<file path="config.mk">
export PLATFORM = sky130hd
export DESIGN_NAME = switch_cfu
export DESIGN_NICKNAME = d
export VERILOG_FILES = /design/src/rtl/cfu_pkg.sv /design/src/rtl/cfu_tag_fifo.sv /design/src/rtl/switch_cfu.sv
export SDC_FILE = /design/constraint.sdc
export NUM_CORES = 1
export LEC_CHECK = 0
export ABC_AREA = 1
export ABC_CLOCK_PERIOD_IN_PS = 7700
export CAP_MARGIN = 20
export CORE_AREA = 2 2 105 107
export CTS_BUF_LIST = sky130_fd_sc_hd__clkbuf_2 sky130_fd_sc_hd__clkbuf_4 sky130_fd_sc_hd__clkbuf_8
export DETAILED_ROUTE_END_ITERATION = 7
export DIE_AREA = 0 0 107 109
export GPL_TIMING_DRIVEN = 0
export PLACE_DENSITY_LB_ADDON = 0.05
export SETUP_SLACK_MARGIN = 0.5
export SYNTH_ARGS = -nofsm -noshare
export SYNTH_HDL_FRONTEND = slang
export SYNTH_HIERARCHICAL = 1
export SYNTH_SLANG_ARGS = --single-unit
</file>
<file path="constraint.sdc">
create_clock -name clk -period 7.7 [get_ports clk]
set_input_delay 1.925 -clock clk [delete_from_list [all_inputs] [get_ports clk]]
set_output_delay 1.925 -clock clk [all_outputs]
set_load 0.02 [all_outputs]
</file>
<file path="src/rtl/cfu_pkg.sv">
// Shared CFU-L2 definitions: response status codes and the in-order tag entry
// used by the request router.
package cfu_pkg;

  localparam int CFU_STATUS_W  = 3;
  localparam int CFU_TAG_IDX_W = 4;  // enough for up to 16 subordinates

  localparam logic [CFU_STATUS_W-1:0] CFU_OK        = 3'd0;
  localparam logic [CFU_STATUS_W-1:0] CFU_ERROR_CFU = 3'd1;

  typedef struct packed {
    logic                     bad;
    logic [CFU_TAG_IDX_W-1:0] idx;
  } cfu_tag_t;

  localparam int CFU_TAG_W = $bits(cfu_tag_t);

endpackage

</file>
<file path="src/rtl/cfu_tag_fifo.sv">
// Synchronous FIFO holding one tag per outstanding request, oldest at head.
// All state updates are gated by clk_en; reset clears pointers and count.
module cfu_tag_fifo
  import cfu_pkg::*;
#(
  parameter int DEPTH = 4,
  parameter int WIDTH = CFU_TAG_W,
  localparam int PTR_W = (DEPTH > 1) ? $clog2(DEPTH) : 1,
  localparam int CNT_W = $clog2(DEPTH) + 1
) (
  input  logic             clk,
  input  logic             rst,
  input  logic             clk_en,
  input  logic             push,
  input  logic [WIDTH-1:0] push_data,
  input  logic             pop,
  output logic             full,
  output logic             empty,
  output logic [WIDTH-1:0] head
);

  logic [WIDTH-1:0] mem [DEPTH];
  logic [PTR_W-1:0] wr_ptr;
  logic [PTR_W-1:0] rd_ptr;
  logic [CNT_W-1:0] count;
  logic             do_push;
  logic             do_pop;

  assign full    = (count == CNT_W'(DEPTH));
  assign empty   = (count == '0);
  assign do_push = clk_en && push && !full;
  assign do_pop  = clk_en && pop && !empty;
  assign head    = mem[rd_ptr];

  // NOTE: the storage array has no reset; count and pointers alone decide
  // which entries are valid, so stale contents are never observed.
  always_ff @(posedge clk) begin
    if (do_push) mem[wr_ptr] <= push_data;
  end

  // DEPTH is a power of two, so pointers wrap by natural overflow.
  always_ff @(posedge clk) begin
    if (rst) begin
      wr_ptr <= '0;
      rd_ptr <= '0;
      count  <= '0;
    end else begin
      if (do_push) wr_ptr <= wr_ptr + 1'b1;
      if (do_pop)  rd_ptr <= rd_ptr + 1'b1;
      case ({do_push, do_pop})
        2'b10:   count <= count + 1'b1;
        2'b01:   count <= count - 1'b1;
        default: count <= count;
      endcase
    end
  end

endmodule

</file>
<file path="src/rtl/switch_cfu.sv">
// CFU-L2 router: steers each request to the subordinate chosen by req_cfu and
// returns responses strictly in request order using a tag FIFO.
module switch_cfu
  import cfu_pkg::*;
#(
  parameter int CFU_N_CFUS     = 2,
  parameter int CFU_FUNC_ID_W  = 10,
  parameter int CFU_DATA_W     = 32,
  parameter int CFU_STATE_ID_W = 0,
  parameter int CFU_INSN_W     = 0,
  parameter int MAX_OUT        = 4,
  localparam int CFU_ID_W = ($clog2(CFU_N_CFUS + 1) > 1) ? $clog2(CFU_N_CFUS + 1) : 1,
  localparam int STATE_W  = (CFU_STATE_ID_W > 0) ? CFU_STATE_ID_W : 1,
  localparam int INSN_W   = (CFU_INSN_W > 0) ? CFU_INSN_W : 1
) (
  input  logic                                 clk,
  input  logic                                 rst,
  input  logic                                 clk_en,
  input  logic                                 req_valid,
  output logic                                 req_ready,
  input  logic [CFU_ID_W-1:0]                  req_cfu,
  input  logic [STATE_W-1:0]                   req_state,
  input  logic [CFU_FUNC_ID_W-1:0]             req_func,
  input  logic [INSN_W-1:0]                    req_insn,
  input  logic [CFU_DATA_W-1:0]                req_data0,
  input  logic [CFU_DATA_W-1:0]                req_data1,
  output logic                                 resp_valid,
  input  logic                                 resp_ready,
  output logic [CFU_STATUS_W-1:0]              resp_status,
  output logic [CFU_DATA_W-1:0]                resp_data,
  output logic [CFU_N_CFUS-1:0]                t_req_valid,
  input  logic [CFU_N_CFUS-1:0]                t_req_ready,
  output logic [STATE_W-1:0]                   t_req_state,
  output logic [CFU_FUNC_ID_W-1:0]             t_req_func,
  output logic [INSN_W-1:0]                    t_req_insn,
  output logic [CFU_DATA_W-1:0]                t_req_data0,
  output logic [CFU_DATA_W-1:0]                t_req_data1,
  input  logic [CFU_N_CFUS-1:0]                t_resp_valid,
  output logic [CFU_N_CFUS-1:0]                t_resp_ready,
  input  logic [CFU_N_CFUS*CFU_STATUS_W-1:0]   t_resp_status,
  input  logic [CFU_N_CFUS*CFU_DATA_W-1:0]     t_resp_data
);

  localparam int SEL_W = CFU_TAG_IDX_W + 1;

  logic [SEL_W-1:0] sel;
  logic             in_range;
  logic             full;
  logic             empty;
  logic             push;
  logic             pop;
  cfu_tag_t         push_tag;
  cfu_tag_t         head_tag;
  logic [CFU_TAG_W-1:0] head_bits;

  assign sel      = SEL_W'(req_cfu);
  assign in_range = (sel < SEL_W'(CFU_N_CFUS));

  assign push_tag.bad = !in_range;
  assign push_tag.idx = sel[CFU_TAG_IDX_W-1:0];
  assign head_tag     = cfu_tag_t'(head_bits);

  assign push = req_valid && req_ready;
  assign pop  = resp_valid && resp_ready;

  assign t_req_state = req_state;
  assign t_req_func  = req_func;
  assign t_req_insn  = req_insn;
  assign t_req_data0 = req_data0;
  assign t_req_data1 = req_data1;

  // Request path. Full blocks acceptance regardless of a same-cycle pop, which
  // keeps resp_ready out of the req_ready cone.
  always_comb begin
    req_ready   = 1'b0;
    t_req_valid = '0;
    if (clk_en && !full) begin
      req_ready = !in_range;
      for (int i = 0; i < CFU_N_CFUS; i++) begin
        if (in_range && sel == SEL_W'(i)) begin
          t_req_valid[i] = req_valid;
          req_ready      = t_req_ready[i];
        end
      end
    end
  end

  // Response path: only the subordinate named by the head tag is listened to.
  always_comb begin
    resp_valid   = 1'b0;
    resp_status  = CFU_OK;
    resp_data    = '0;
    t_resp_ready = '0;
    if (clk_en && !empty) begin
      if (head_tag.bad) begin
        resp_valid  = 1'b1;
        resp_status = CFU_ERROR_CFU;
      end else begin
        for (int i = 0; i < CFU_N_CFUS; i++) begin
          if (head_tag.idx == CFU_TAG_IDX_W'(i)) begin
            resp_valid      = t_resp_valid[i];
            resp_status     = t_resp_status[i*CFU_STATUS_W +: CFU_STATUS_W];
            resp_data       = t_resp_data[i*CFU_DATA_W +: CFU_DATA_W];
            t_resp_ready[i] = resp_ready;
          end
        end
      end
    end
  end

  cfu_tag_fifo #(
    .DEPTH (MAX_OUT),
    .WIDTH (CFU_TAG_W)
  ) u_tag_fifo (
    .clk       (clk),
    .rst       (rst),
    .clk_en    (clk_en),
    .push      (push),
    .push_data (push_tag),
    .pop       (pop),
    .full      (full),
    .empty     (empty),
    .head      (head_bits)
  );

endmodule

</file>
* Word level (Yosys, flattened, before mapping)
Memories as Yosys holds them, arrays and structs flattened. A register that Yosys moved wholly into a read port is not among the register bits.
Cells that the tools add are included.
** Cells by class
- $add $sub $neg :: 4
- $lt $le $gt $ge :: 1
- Eq/ne operators :: 5
- Mux-type cells :: 27
- Reduce and logical (&&, ||, !) cells :: 17
** Operators by type and width (count)
- 32-bit two-way mux :: 4
- 1-bit two-way mux :: 13
- 3-bit two-way mux :: 4
- 1-bit logical AND :: 10
- 2-bit two-way mux :: 5
- 3-bit one-hot mux with 2 select lines :: 1
- 5-bit logical NOT :: 1
- 2-bit by 1-bit adder with 2-bit output (second input constant) :: 2
- 2-bit by 1-bit equality test with 1-bit output (second input constant) :: 2
- 4-bit by 1-bit equality test with 1-bit output (second input constant) :: 1
- 4-bit logical NOT :: 1
- 3-bit by 1-bit adder with 3-bit output (second input constant) :: 1
- 3-bit equality test (second input constant) :: 1
- 1-bit logical NOT :: 3
- 3-bit logical NOT :: 1
- 3-bit by 1-bit subtractor with 3-bit output (second input constant) :: 1
- 2-bit equality test (second input constant) :: 1
- 2-bit less-than comparator (second input constant) :: 1
- 2-bit nonzero test :: 1
** Storage, ports and cells
- Bits in registers :: 7
- Memory bits (writable) :: 12
- Input bits :: 157
- Output and inout bits :: 117
- Logic and storage cells :: 58
- Memories kept :: 1
** Memory list
- u_tag_fifo.mem :: depth 4, width 3, rd ports 1, clocked after Yosys merged registers in 1, wr ports 1, RTL line cfu_tag_fifo.sv:22 : logic [WIDTH-1:0] mem [DEPTH];

* Depth between registers and ports, before layout
Gate-level depths: netlist of the first run.
- Word-level depth :: 10
- Depth in mapped cells :: 20
- Depth with buffers taken out :: 20

* Cells and area by module
Netlist of the first run, hierarchy kept.
** Modules (own cells, without submodules)
- switch_cfu :: times used 1, cells each 233, area each 1450.1 um^2, sequential area each 0.0 um^2
- cfu_tag_fifo :: times used 1, cells each 121, area each 1247.4 um^2, sequential area each 780.7 um^2

* Least setup slack after synthesis of the first run
Ideal clock, no wire load.
- Path kind :: input-to-output
- Start point :: input port clk_en
- End point :: output port resp_data[10]
- Arrival time :: 2777 ps
- Required time :: 5775 ps
- Path slack :: 2998 ps
- Stages on the path :: 5
- Path buffers :: 1
- Path through :: inv_1 nor2_2 nand2_2 buf_1 a21oi_1
** On the way
- Word-level cells in the longest chain between the ends :: 2
** Ends and longest elaborated chain
- start, declared :: RTL line switch_cfu.sv:18 : input logic clk_en,
- 1-bit logical AND :: RTL line switch_cfu.sv:94 : if (clk_en && !empty) begin
- 32-bit two-way mux :: RTL line switch_cfu.sv:94
- end, declared :: RTL line switch_cfu.sv:30 : output logic [CFU_DATA_W-1:0] resp_data,
Every way passes these cells.

* Worst setup path after layout of the first run
- Start point :: input port clk_en
- End point :: output port resp_data[18]
The elaborated chain is that of the path after synthesis.

==> results of run 1 <==
-- metal layers --
layer	vias up	GRT usage	wire length, µm
met5	-	0	0
met4	0	0.0445	153
met3	10	0.0233	598
met2	116	0.305	5530
met1	1391	0.209	4300
li1	1525	-	-
-- kinds of logic after synthesis --
logic type | after synthesis | synth area share
and+or+nand+nor | 134 | 0.250
DFF | 29 | 0.289
buffers and inverters | 126 | 0.304
AOI/OAI and AO/OA | 58 | 0.125
other | 1 | 0.00139
adders and majority gates | 6 | 0.0306
-- registers in the layout, indices dropped and copies added, names as in the netlist, named ones only --
register	count
u_tag_fifo/count	3
u_tag_fifo/wr_ptr	2
u_tag_fifo/mem	20
u_tag_fifo/rd_ptr	2
-- through the flow --
step	worst slack (ns)	total power, mW	std cells	util	instance area [µm²]
finish	1.78	0.458	706	0.467	4950
global placement	1.77	0.348	698	0.459	4870
global route	1.69	0.480	706	0.467	4950
detailed placement	1.79	0.349	698	0.459	4870
CTS	1.77	0.464	706	0.467	4950
floorplan	3.00	0.256	361	-	2720
-- power breakdown --
group	total [mW]	internal [mW]	switching, mW
clock	0.113	0.0605	0.0524
combinational	0.175	0.105	0.0707
sequential	0.170	0.169	0.00122
total	0.458	0.334	0.124
-- cell usage in the layout, fill, tap and decap left out, types with 2 or more instances in the layout --
master	count
nor2_1	27
nand3_2	5
inv_1	27
inv_2	5
o22ai_1	5
conb_1	8
nand2_1	18
buf_2	6
buf_6	3
nand3_1	74
clkdlybuf4s50_1	197
ha_1	5
o21ai_0	12
nor3_1	2
clkinv_1	2
dfxtp_1	9
a21oi_2	10
buf_4	81
clkbuf_8	6
edfxtp_1	20
a21oi_1	30
buf_1	2
-- area by class of cell --
type	count	area [µm²]
clock inverters	3	12.5
flip-flops and latches	29	781
clock buffers	5	68.8
repair buffers	197	1970
inverters	32	120
fillers	1030	5650
multi-input cells	206	1120
plain buffers	94	701
well taps	140	175
-- final timing paths --
path / start / end / depth (start not counted) / slack, ns
max: clk_en / resp_data[18] / 7 / 1.78
min: u_tag_fifo/rd_ptr[0]$_SDFFE_PP0P_ / flop / 2 / 0.49
max reg2reg: flop / u_tag_fifo/count[2]$_SDFFE_PP0P_ / 19 / 4.83
min reg2reg: u_tag_fifo/rd_ptr[0]$_SDFFE_PP0P_ / flop / 2 / 0.49
-- critical path, stage by stage --
cell and delay, ns:
clkdlybuf4s50_1 0.51, inv_1 0.08, nor2_2 0.15, nand2_2 0.16, buf_1 0.26, a21oi_1 0.25
clkdlybuf4s50_1 0.65
==> impl_metrics.yaml, run 1 <==
worst_setup_path:
  crit_fanout: 10
  path_class: "input port to primary output"
  required_ns: 5.78
  crit_path_start_kind: "input port"
  crit_arrival_ns: 4.00
  endpoint_kind: "primary output"
worst_hold_path:
  hold_class: "flop to flop"
yosys:
  ys_types: 31
  dominantRegCellSynth: "edfxtp_1"
  synth_top_cell_by_area: "buf_4"
  yosys_warnings: 6
  yosysMostFrequentCell: "buf_4"
  yosys.area.top_type_share: 0.225
  avgSynthCellArea_um2: 7.62
  synth.cell_area_mm2: 0.00270
  syn_inst: 354
  ys_seq_area_frac: 0.289
  synth_seq_cells: 29
  async_flop_share: 0
  synthTopCellsByCount: "buf_4 (81), nand3_1 (74), a21oi_1 (30), inv_1 (27), nor2_1 (27)"
  synth-edff-count: 20
  synth_area_leaders: "buf_4 (23%), edfxtp_1 (22%), nand3_1 (14%)"
routing:
  routed_wl_um: 10600
  vias: 3042
  dr.first_iter.drc_count: 113
  via_per_inst: 4.31
  ant_nets: 0
  drt_pass1_iterations: 4
  drcViolationCount: 0
  routedWlPerCell_um: 15.0
timing:
  finalSetupTns_ns: 0
  period_needed_ns: 5.92
  skew_ns: 0.00446
  maxSlewViolCount: 0
  post-route-period-util: 0.769
  hold_ws_ns: 0.489
  tightest_slew_ns: 0.605
  finalSetupViolations: 0
  report.final.hold_viol_count: 0
  max_freq_ghz: 0.169
  relSlewSlack: 0.597
  rsz0062_at_grt: "false"
clock_network:
  clk_latency_ns: 0.27
  cts_tree: "done"
  cts_max_level: 2
  cts_resized: 0
  cts_sinks: 29
  cts-root-buf: "clkbuf_8"
  cts_setup_buffers: 0
  cts_hold_buf: 0
  clk_pin_slew_worst_paths_ns: 0.06
  cts_buffer_depth: 2
  cts_buffers: 5
place:
  dpl.hpwl_um: 9060
  routabilityCongestion: 0.760
  port-buffer-count: 197
floorplanning:
  die_w_um: 107
  io_pins: 274
  die_h_um: 109
  fp-row-count: 38
  start_util: 0.254
  die_area_mm2: 0.0117
  core_mm2: 0.0106
run_status:
  outcome: "completed"
power:
  p_per_area_mw_per_mm2: 92.5
  vdd_drop_max_uv: 91.8
  cellLeakagePower_nw: 1.91
global_route:
  grt_pass1_wl_um: 15300
  grt_antenna_before_repair: 0
  grt_max_degree: 12
  grt_pass1_vias: 2863
  overflow: 0
  grt_usage: 0.168
finish:
  num_antenna_cells: 0
  drive_gt1_frac: 0.217
  fin_nets: 728
  area_delta_synth_final_pct: 83.6
job:
  maxCapViolCount: 0
Note: power is estimated with default switching activity, not from simulation.
==> run 2: changes to the inputs <==
--- a/config.mk
+++ b/config.mk
@@ -6,12 +6,12 @@
 export NUM_CORES = 1
 export LEC_CHECK = 0
 export ABC_AREA = 1
-export ABC_CLOCK_PERIOD_IN_PS = 7700
+export ABC_CLOCK_PERIOD_IN_PS = 5350
 export CAP_MARGIN = 20
-export CORE_AREA = 2 2 105 107
+export CORE_AREA = 2 2 106 108
 export CTS_BUF_LIST = sky130_fd_sc_hd__clkbuf_2 sky130_fd_sc_hd__clkbuf_4 sky130_fd_sc_hd__clkbuf_8
 export DETAILED_ROUTE_END_ITERATION = 7
-export DIE_AREA = 0 0 107 109
+export DIE_AREA = 0 0 108 110
 export GPL_TIMING_DRIVEN = 0
 export PLACE_DENSITY_LB_ADDON = 0.05
 export SETUP_SLACK_MARGIN = 0.5
==> constraint.sdc (replaced) <==
create_clock -name clk -period 5.35 [get_ports clk]
set_input_delay 1.3375 -clock clk [delete_from_list [all_inputs] [get_ports clk]]
set_output_delay 1.3375 -clock clk [all_outputs]
set_load 0.02 [all_outputs]
==> impl_metrics.yaml, run 2 (synthesized netlist as in run 1, its figures left out) <==
run_status:
  outcome: "completed"
global_route:
  grt_max_degree: 12
  grt_pass1_wl_um: 14900
  overflow: 0
  grt_antenna_before_repair: 0
  grt_usage: 0.160
  grt_pass1_vias: 2865
floorplanning:
  die_h_um: 110
  die_area_mm2: 0.0119
  core_mm2: 0.0107
  start_util: 0.252
  io_pins: 274
  die_w_um: 108
  fp-row-count: 38
worst_hold_path:
  hold_class: "flop to flop"
  min_from: "u_tag_fifo/rd_ptr[0]$_SDFFE_PP0P_"
  hold_end: "u_tag_fifo/rd_ptr[0]$_SDFFE_PP0P_"
  holdPathStages: 2
routing:
  dr.first_iter.drc_count: 139
  vias: 3037
  via_per_inst: 4.30
  drt_pass1_iterations: 5
  routed_wl_um: 10400
  ant_nets: 0
  drcViolationCount: 0
  routedWlPerCell_um: 14.8
timing:
  worst_slack_ns: 0.645
  maxSlewViolCount: 0
  rsz0062_at_grt: "false"
  post-route-period-util: 0.879
  tightest_slew_ns: 0.610
  finalSetupViolations: 0
  hold_ws_ns: 0.496
  max_freq_ghz: 0.213
  finalSetupTns_ns: 0
  report.final.hold_viol_count: 0
  skew_ns: 0.00771
  relSlewSlack: 0.593
  period_needed_ns: 4.70
place:
  port-buffer-count: 197
  dpl.hpwl_um: 8820
  routabilityCongestion: 0.770
  place_area_mm2: 0.00487
  post-place-ws_ns: 0.627
worst_setup_path:
  crit_path_start_kind: "input port"
  crit_slowest_cell: "clkdlybuf4s50_1"
  endpoint_kind: "primary output"
  crit_chain: "clkdlybuf4s50_1 > inv_1 > nor2_2 > nand2_2 > buf_1 > a21oi_1 > clkdlybuf4s50_1"
  cpMostUsedCell: "clkdlybuf4s50_1"
  required_ns: 4.01
  crit_family: "buffers and inverters"
  path_class: "input port to primary output"
  critPathMaxStageDelay_ns: 0.64
  worst-path-buf-inv: 4
  rrSetupSlack_ns: 2.40
  rr_worst_depth: 19
  crit_fanout: 10
  crit_arrival_ns: 3.37
  reg2reg_to: "u_tag_fifo/count[2]$_SDFFE_PP0P_"
finish:
  area_delta_synth_final_pct: 84.8
  final_util: 0.466
  drive_gt1_frac: 0.219
  nFillCells: 1060
  final_cell_mix: "clkdlybuf4s50_1 (195), buf_4 (81), nand3_1 (74), a21oi_1 (30)"
  multi_input_area_mm2: 0.00112
  fin_area_mm2: 0.00499
  fin_nets: 728
  largest_registers: "u_tag_fifo/mem x20, u_tag_fifo/count x3"
  regArea_um2: 781
  largest_reg_flops: 20
  regMostFlops: "u_tag_fifo/mem"
  final_common_cell: "clkdlybuf4s50_1"
  num_antenna_cells: 0
clock_network:
  clk_latency_ns: 0.28
  cts_hold_buf: 0
  cts_buffers: 5
  cts_sinks: 29
  cts_resized: 0
  cts_max_level: 2
  cts_buffer_depth: 2
  cts_setup_buffers: 0
  cts_tree: "done"
  clk_pin_slew_worst_paths_ns: 0.06
  cts-root-buf: "clkbuf_8"
job:
  maxCapViolCount: 0
power:
  vdd_drop_max_uv: 142
  cellLeakagePower_nw: 1.96
  p_per_area_mw_per_mm2: 144
run 2: stage by stage:
| step | total power, mW | std cells |
|---|---|---|
| detailed placement | 0.501 | 698 |
| finish | 0.717 | 706 |
| floorplan | 0.369 | 361 |
| global placement | 0.499 | 698 |
| global route | 0.749 | 706 |
| CTS | 0.727 | 706 |
run 2: worst max-delay path by stage:
stage	startpoint	endpoint	slack [ns]	depth (start not counted)
2_1_floorplan	clk_en	resp_data[10]	1.82	5
3_3_place_gp	clk_en	resp_data[18]	0.61	7
3_5_place_dp	clk_en	resp_data[18]	0.63	7
4_1_cts	clk_en	resp_data[18]	0.61	7
5_1_grt	clk_en	resp_data[11]	0.53	7
6_report	clk_en	resp_data[10]	0.65	7
run 2: per-layer routing:
metal,GRT usage,vias up,wire length [µm]
met5,0,-,0
met4,0.0595,0,252
met3,0.0317,16,714
met2,0.283,126,5360
met1,0.193,1368,4100
li1,-,1527,-
run 2: cell type report:
| type | count | share of cell area |
|---|---|---|
| timing repair buffer | 197 | 0.396 |
| multi-input combinational | 206 | 0.225 |
| sequential | 29 | 0.157 |
| buffer | 94 | 0.141 |
| tap | 140 | 0.0351 |
| inverter | 32 | 0.0241 |
| clock buffer | 6 | 0.0153 |
| clock inverter | 2 | 0.00678 |
run 2: worst reg2reg max path: stages, from the launching register on:
cell and delay, ns:
dfxtp_1 0.33, buf_4 0.17, o21ai_0 0.20, o22ai_1 0.23, nor2_4 0.33, nand3_1 0.12
nand3_1 0.09, nand2_1 0.07, nor2_1 0.14, nand2_1 0.11, nor2_1 0.13, ha_1 0.18
inv_1 0.07, fa_1 0.38, inv_1 0.06, nand2_1 0.06, nand3_1 0.07, nand2_1 0.05
inv_1 0.04, nor2_1 0.03
run 2: where the power goes:
group          internal, mW  switching [mW]
sequential            0.243         0.00168
clock                 0.142          0.0799
combinational         0.150           0.100
total                 0.535           0.182
==> run 3: changes to the inputs <==
--- a/config.mk
+++ b/config.mk
@@ -6,12 +6,12 @@
 export NUM_CORES = 1
 export LEC_CHECK = 0
 export ABC_AREA = 1
-export ABC_CLOCK_PERIOD_IN_PS = 5350
 export CAP_MARGIN = 20
 export CORE_AREA = 2 2 106 108
 export CTS_BUF_LIST = sky130_fd_sc_hd__clkbuf_2 sky130_fd_sc_hd__clkbuf_4 sky130_fd_sc_hd__clkbuf_8
 export DETAILED_ROUTE_END_ITERATION = 7
 export DIE_AREA = 0 0 108 110
+export GPL_ROUTABILITY_DRIVEN = 0
 export GPL_TIMING_DRIVEN = 0
 export PLACE_DENSITY_LB_ADDON = 0.05
 export SETUP_SLACK_MARGIN = 0.5
==> results of run 3 <==
The final DEF is identical to that of run 2; final timing and power are the same.
==> edit (config.mk and constraints of run 3) <==
Make the reset (`rst`) asynchronous in one clocked block.
--- a/src/rtl/cfu_tag_fifo.sv
+++ b/src/rtl/cfu_tag_fifo.sv
@@ -41,3 +41,3 @@
   // DEPTH is a power of two, so pointers wrap by natural overflow.
-  always_ff @(posedge clk) begin
+  always_ff @(posedge clk or posedge rst) begin
     if (rst) begin
Formal check against the unedited RTL: differs if rst is asserted again (counterexample within 4 cycles, from zero or initial values and one cycle with rst high); with rst held inactive, the same outputs for 4 cycles.
==> edit against run 3 <==
Clock skew shrank 0.0058 ns. Routed wire length grew 5.7%. Sequential cell count shrank 2. Critical path depth is the same. Design area is the same. Setup slack lost 0.024 ns. Fmax shrank 0.50%. Synthesized area grew 2.2%. Global-route usage grew 0.56 points. Core utilization is the same. Largest cell class unchanged.
Power is not compared: it rests on default switching activity, and its combinational part moved more than twofold at a synthesized area within 25%.
==> edit: results (changes against run 3) <==
vias in the first global route: 2722 (was 2865)
Comb power: 967 uW
clock buffer depth: 2 (unchanged)
antenna violations before repair: 4 (was 0)
Synth cell types: 32 (was 31)
Leakage: 0.00207 uW
XOR/XNOR Fraction of Synth Area: 0.318% (was 0%)
crit-path max FO: 10 (unchanged)
Clk pin slew, worst setup/hold paths: 0.09 ns (was 0.06 ns)
Worst Path Arrival: 3.39 ns (was 3.37 ns)
post-detail-place hpwl: 9460 um (was 8820 um)
# Post-CTS Setup Buffers: 0 (unchanged)
Yosys warnings: 6 (unchanged)
Nets: 730 (was 728)
DRT Pass-1 Iters: 5 (unchanged)
gr usage total: 16.6% (was 16.0%)
Hold EP: u_tag_fifo/count[0] (was u_tag_fifo/rd_ptr[0])
cell area power density: 273 nW/um^2
Inserted Clock Buffers: 3 (was 5)
flop-to-flop setup slack: 2.35 ns (was 2.40 ns)
mux share of post-synthesis cell area: 0% (unchanged)
top cells by area, synth: buf_4 (22%), edfxtp_1 (22%), nand3_1 (14%), dfrtp_1 (6.4%), nand2_1 (5.4%) (was buf_4 (23%), edfxtp_1 (22%), nand3_1 (14%), dfxtp_1 (6.7%), a21oi_1 (5.6%))
hold depth: 1 (was 2)
Worst Hold Class: flip-flop to flip-flop (unchanged)
Post-Synthesis Cells: 358 (was 354)
Reg-to-Reg End: u_tag_fifo/count[2] (unchanged)
layout cells sized above 1: 21.6% (was 21.9%)
VDD IR max: 0.176 mV
detailed-route via count: 3043 (was 3037)
dpl ws: 0.579 ns (was 0.627 ns)
ys flop type: edfxtp_1 (unchanged)
worst r2r src: u_tag_fifo/rd_ptr[0]
R2R depth: 21 (was 19)
status: complete, no violations (unchanged)
largest net degree at the start of global routing: 17 (was 12)
root buffer selected by CTS: clkbuf_8 (unchanged)
setup_tns: 0 ns (unchanged)
clock power share: 8.6%
Post-synth top cells: buf_4 (80), nand3_1 (76), nand2_1 (40) (was buf_4 (81), nand3_1 (74), a21oi_1 (30))
EDFF count, synth: 20 (unchanged)
ys async rst share: 25.9% (was 0%)
fill count: 1030 (was 1060)
H-tree levels: 1 (was 2)
port bufs: 197 (unchanged)
Setup Skew: 0.00193 ns (was 0.00771 ns)
Worst Hold Launch: u_tag_fifo/count[0] (was u_tag_fifo/rd_ptr[0])
sequential share of the synthesized area: 28.1% (was 28.9%)
fraction of the mapped netlist area in adder cells: 3.00% (was 3.06%)
Avg WL per Cell: 15.6 um (was 14.8 um)
top flop regs: u_tag_fifo/mem: 20 flops, u_tag_fifo/count: 3 flops (unchanged)
post-synthesis compound-gate area fraction: 10.9% (was 12.5%)
global-route wire length before repair: 15300 um (was 14900 um)
1st-iter DRT viols: 131 (was 139)
Post-CTS Resized: 0 (unchanged)
cell family with the largest share of critical-path delay: buffers and inverters (unchanged)
slowest stage cell on the critical path: clkdlybuf4s50_1 (unchanged)
CP max stage delay: 0.65 ns
Placed Cells: 702 (was 698)
final non-filler cell total: 707 (was 706)
[edit: per-layer routing]
layer / vias to the layer above / part of all wire (%) / global-route usage [%]
li1: 1518 / - / -
met1: 1389 / 42 / 22.6
met2: 120 / 49 / 27.6
met3: 10 / 8.1 / 3.70
met4: 6 / 0.53 / 2.29
met5: - / 0.36 / 0
[edit: worst max-delay path by stage]
stage / slack [ns] / end / depth (start not counted) / from
after global routing: 0.51 / resp_data[14] / 7 / clk_en
after floorplan: 1.82 / resp_data[10] / 5 / clk_en
after detailed placement: 0.58 / resp_data[16] / 7 / clk_en
final: 0.62 / resp_data[14] / 7 / clk_en
after global placement: 0.51 / resp_data[16] / 7 / clk_en
after CTS: 0.56 / resp_data[16] / 7 / clk_en
[edit: logic make-up (layout without fill, tap and decap cells)]
logic type                 after synthesis  after routing
and+or+nand+nor                        140            140
buffers and inverters                  137            338
AOI/OAI and AO/OA                       46             46
DFF                                     27             27
adders and majority gates                6              6
other                                    1              9
xor gates and xnor gates                 1              1
[edit: cell type report]
class	instances	share of cell area, %
Tap cell	140	3.51
Clock inverter	1	0.151
Sequential cell	27	15.6
Multi-Input combinational cell	201	22.5
Clock buffer	3	0.828
Inverter	41	3.09
Antenna cell	1	0.0502
Buffer	96	14.6
Timing Repair Buffer	197	39.6
[edit: metrics by stage]
| stage | hold WS (ns) | area, um^2 | utilization, % |
|---|---|---|---|
| 6_report | 0.478 | 4990 | 46.6 |
| 4_1_cts | 0.481 | 4980 | 46.5 |
| 5_1_grt | 0.489 | 4990 | 46.6 |
| 2_1_floorplan | 0.446 | 2780 | - |
| 3_3_place_gp | 0.464 | 4930 | 46.1 |
| 3_5_place_dp | 0.463 | 4930 | 46.1 |
